### src/rtl/io_output_buffer.sv
// Byte FIFO from the core's character-output store path to the external IO consumer, with a first-word-fall-through head.
// Optional saturating rejected-write counter enabled by defining IO_BUFFER_OVERFLOW_CNT_EN.
module io_output_buffer #(
  parameter int unsigned DEPTH = 64
) (
  input  logic        clk,
  input  logic        reset,
  input  logic        cpu_wr_en,
  input  logic [7:0]  cpu_wr_data,
  output logic        cpu_wr_ready,
  output logic [31:0] cpu_free_count,
  input  logic        io_output_en,
  output logic [7:0]  io_output_data,
  output logic [31:0] io_buffer_size_avai,
  output logic [15:0] overflow_count
);

  localparam int unsigned PTR_W = $clog2(DEPTH);
  localparam int unsigned CNT_W = PTR_W + 1;

  logic [7:0]       mem [DEPTH];
  logic [PTR_W-1:0] wr_ptr;
  logic [PTR_W-1:0] rd_ptr;
  logic [CNT_W-1:0] count;
  logic             full;
  logic             empty;
  logic             push;
  logic             pop;

  assign full  = (count == CNT_W'(DEPTH));
  assign empty = (count == '0);
  assign push  = cpu_wr_en && !full;
  assign pop   = io_output_en && !empty;

  // Pointers and occupancy; ready depends on current count only, so full+pop still rejects the push
  always_ff @(posedge clk) begin
    if (!reset) begin
      wr_ptr <= '0;
      rd_ptr <= '0;
      count  <= '0;
    end else begin
      if (push) wr_ptr <= wr_ptr + PTR_W'(1);
      if (pop)  rd_ptr <= rd_ptr + PTR_W'(1);
      case ({push, pop})
        2'b10:   count <= count + CNT_W'(1);
        2'b01:   count <= count - CNT_W'(1);
        default: count <= count;
      endcase
    end
  end

  // Storage is never cleared; the reset cycle performs no write
  always_ff @(posedge clk) begin
    if (reset && push) mem[wr_ptr] <= cpu_wr_data;
  end

  assign cpu_wr_ready        = !full;
  assign cpu_free_count      = 32'(DEPTH) - 32'(count);
  assign io_buffer_size_avai = 32'(count);
  assign io_output_data      = empty ? 8'h00 : mem[rd_ptr];

`ifdef IO_BUFFER_OVERFLOW_CNT_EN
  logic [15:0] ovf_cnt;

  // Saturating count of cycles where the core stored while the FIFO was full
  always_ff @(posedge clk) begin
    if (!reset) begin
      ovf_cnt <= 16'h0000;
    end else if (cpu_wr_en && full && (ovf_cnt != 16'hFFFF)) begin
      ovf_cnt <= ovf_cnt + 16'd1;
    end
  end

  assign overflow_count = ovf_cnt;
`else
  assign overflow_count = 16'h0000;
`endif

endmodule

### config.mk
export PLATFORM = sky130hd
export DESIGN_NAME = io_output_buffer
export DESIGN_NICKNAME = d
export VERILOG_FILES = /design/src/rtl/io_output_buffer.sv
export SDC_FILE = /design/constraint.sdc
export NUM_CORES = 1
export LEC_CHECK = 0
export BUFFER_PORTS_ARGS = -buffer_cell sky130_fd_sc_hd__buf_2
export CAP_MARGIN = 20
export CORE_AREA = 2 2 188 190
export CTS_BUF_LIST = sky130_fd_sc_hd__clkbuf_8
export CTS_CLUSTER_SIZE = 12
export DETAILED_ROUTE_END_ITERATION = 8
export DIE_AREA = 0 0 190 192
export GPL_TIMING_DRIVEN = 1
export PLACE_DENSITY_LB_ADDON = 0.25
export SYNTH_ARGS = -nofsm -noshare
export SYNTH_HDL_FRONTEND = slang
export SYNTH_SLANG_ARGS = --single-unit
### constraint.sdc
create_clock -name clk -period 4.3 [get_ports clk]
set_input_delay 0.215 -clock clk [delete_from_list [all_inputs] [get_ports clk]]
set_output_delay 0.215 -clock clk [all_outputs]
set_load 0.1 [all_outputs]
==> summary.md <==
| Metric | Value |
|---|---|
| Status | `finished clean` |
| Vias in the first global route | `10600` |
| Register area | `0.0159 mm²` |
| Die Y-Extent | `192 µm` |
| Setup WS post-layout | `approximately 460 ps` |
| Port Buffers | `59` |
| Post-synth cell types | `just under 50` |
| Worst path required time | `between 4000 and 5000 ps` |
| First-pass GRT wire length | `65.5 mm` |
| Hold Crit Class | `primary input to register` |
| Gr usage total | `25.1%` |
| Clock Sinks | `roughly 540` |
| Worst hold margin | `45.1 ps` |
| Remaining DRCs | `0` |
| Area occupied by multi-input gates | `0.00511 mm²` |
| Layout fillers | `2139` |
| Synth-to-Final Area Change | `9.41%` |
| Iteration-0 DRC Markers | `1139` |
| RSZ-0062 raised after global routing | `false` |
| Leakage | `7.62 nW` |
| Post-synth ARST share | `0%` |
| Critical path type | `register to primary output` |
| Place WS | `875 ps` |
| Worst Hold Path Cells | `1` |
| CTS tree | `done` |
| CTS Buf Count | `81` |
| Post-synth EDFFs | `512` |
| Final Setup Violations | `0` |
| Reg2reg path depth | `8` |
| Most used DFF post-synth | `edfxtp_1` |
| Slew margin rel. | `around 30%` |
| Final Max Slew Viols | `0` |
| Syn Area/Cell | `19.6 µm²` |
| Most Crowded Layer GR | `met2` |
| Synth area leader | `edfxtp_1` |
| Row Count | `68` |
| H-tree depth | `3` |
| Tmin final | `3840 ps` |
| Initial Util | `63.2%` |
| Final Hold Fails | `0` |
| Share of cells above drive strength 1 | `between 20% and 30%` |
| Yosys top cell area share | `between 70% and 80%` |
| Setup bufs post-CTS | `0` |
| Clk pin slew, worst setup/hold paths | `60 ps` |
| Ranking of synthesized cells by area | `edfxtp_1, mux4_2, buf_4` |
| Clock root cell | `clkbuf_8` |
| Antenna Cells | `0` |
| FMAX | `260 MHz` |
| Area of the core | `0.0343 mm²` |
| Number of nets in the layout | `1224` |
| Clk_lat worst skew | `630 ps` |
| HPWL Detailed | `between 20 and 30 mm` |
| Routability congestion estimate | `0.865` |
| Die outline width | `~190 µm` |
| PwrDens | `601 mW/mm²` |
| Nature of the critical path endpoint | `primary output` |
| Max-Cap Viols | `0` |
| Via count | `10600` |
| Critical path launch point type | `register` |
| Synth warn | `0` |
| Final wirelength | `43.8 mm` |
| IO Pins | `101` |
| Final core utilization | `69.2%` |
| Detailed Routing Iterations Pass 1 | `5` |
| DRT antenna net count | `0` |
| Peak VDD IR | `1420 µV` |
| WL/cell | `25.6 µm` |
| CTS Hold Bufs | `1` |
| Initial antenna violation count | `0` |
| CP Data Arrival Time | `3630 ps` |
| Least-Margin Pin Slew | `1050 ps` |
| Seq cells post-synth | `537` |
| CTS resizes | `0` |
| DR vias/cell | `6.21` |
| Synth Instances | `1105` |
| Grt total ovfl | `0` |
| M3 GR Usage | `6.21%` |
| Max Root-Sink Buffers | `3` |
| Cell Area, Synth | `between 0.02 and 0.025 mm²` |
| Met2 Use GR | `between 30% and 40%` |
| Setup TNS | `0 ps` |
| Sequential share of the synthesized area | `73.2%` |
| Die area | `0.0365 mm²` |
| Clock skew | `about 33 ps` |
| Pin count of the biggest net entering global routing | `65` |
| Met1 usage | `36.1%` |
| Part of the cycle the worst path needs | `approximately nine tenths` |
| Peak fanout along the critical path | `28` |
-- per-stage QoR --
step	area, µm²	power (mW)	instances
6_report	23700	14.2	1713
5_1_grt	23700	14.7	1713
4_1_cts	23600	14.3	1708
3_5_place_dp	22200	10.6	1568
3_3_place_gp	22200	10.6	1567
2_1_floorplan	21800	9.89	1145
-- registers in the layout, indices dropped and copies added, names as in the netlist, named ones only --
signal,count
count,7
rd_ptr,6
mem,512
wr_ptr,6
-- logic make-up (layout without fill, tap and decap cells) --
logic type	count (synthesis)	in the layout	share of synthesized area, %
flops	537	537	73.2
fa+ha+maj	10	10	0.612
mux	175	175	16.2
simple gates	175	175	3.64
buf+inv	131	244	3.89
compound gates	61	61	1.77
other cells	1	41	0.0173
xor+xnor	15	15	0.606
-- routing by layer --
| metal | share of wire, % | vias to the layer above | routed length (µm) |
|---|---|---|---|
| met2 | 47 | 551 | 20800 |
| met5 | 0 | - | 0 |
| met4 | 2.1 | 0 | 910 |
| li1 | - | 4547 | - |
| met3 | 9.7 | 69 | 4240 |
| met1 | 41 | 5472 | 17900 |
-- worst paths after layout --
| check | startpoint | slack, ps | end |
|---|---|---|---|
| max reg2reg | count[0] | 800 | mem[4][2] |
| min | cpu_wr_data[6] | 50 | mem[60][6] |
| min reg2reg | count[6] | 530 | count[6] |
| max | register | 460 | io_output_data[7] |
-- cells in the final DEF, fill, tap and decap left out, types with 17 or more instances in the layout --
cell type / n
nor2_1: 94
buf_4: 26
mux4_2: 135
clkbuf_8: 84
a21oi_1: 17
nand2_1: 29
conb_1: 41
buf_2: 59
clkinv_1: 18
mux2i_1: 28
edfxtp_1: 512
inv_1: 33
-- cell usage after synthesis, types with 11 or more instances --
cell type  count
dfxtp_1       25
edfxtp_1     512
a21oi_1       17
buf_2         13
nor2_1        94
o21ai_0       11
mux4_2       135
buf_4         73
clkbuf_1      21
nand2_1       29
mux2i_1       28
-- critical path: stages, from the launching register on --
cell and delay [ps]:
dfxtp_4 710, buf_12 280, mux4_2 550, mux4_2 550, o211ai_1 310, o21ai_1 210
buf_2 340
-- final cells by class --
cell class	count	area share, %
clock inverters	55	1.12
multi-input cells	477	21.5
inverters	9	0.142
well taps	455	2.40
flip-flops and latches	537	67.0
repair buffers	96	2.87
clock buffers	84	4.87
-- report_power, final --
| part | internal [mW] | total, mW | switching, mW |
|---|---|---|---|
| sequential | 5.80 | 5.96 | 0.157 |
| combinational | 1.17 | 4.57 | 3.39 |
| clock | 1.87 | 3.72 | 1.86 |
| total | 8.84 | 14.2 | 5.41 |
(Power assumes the default switching activity.)
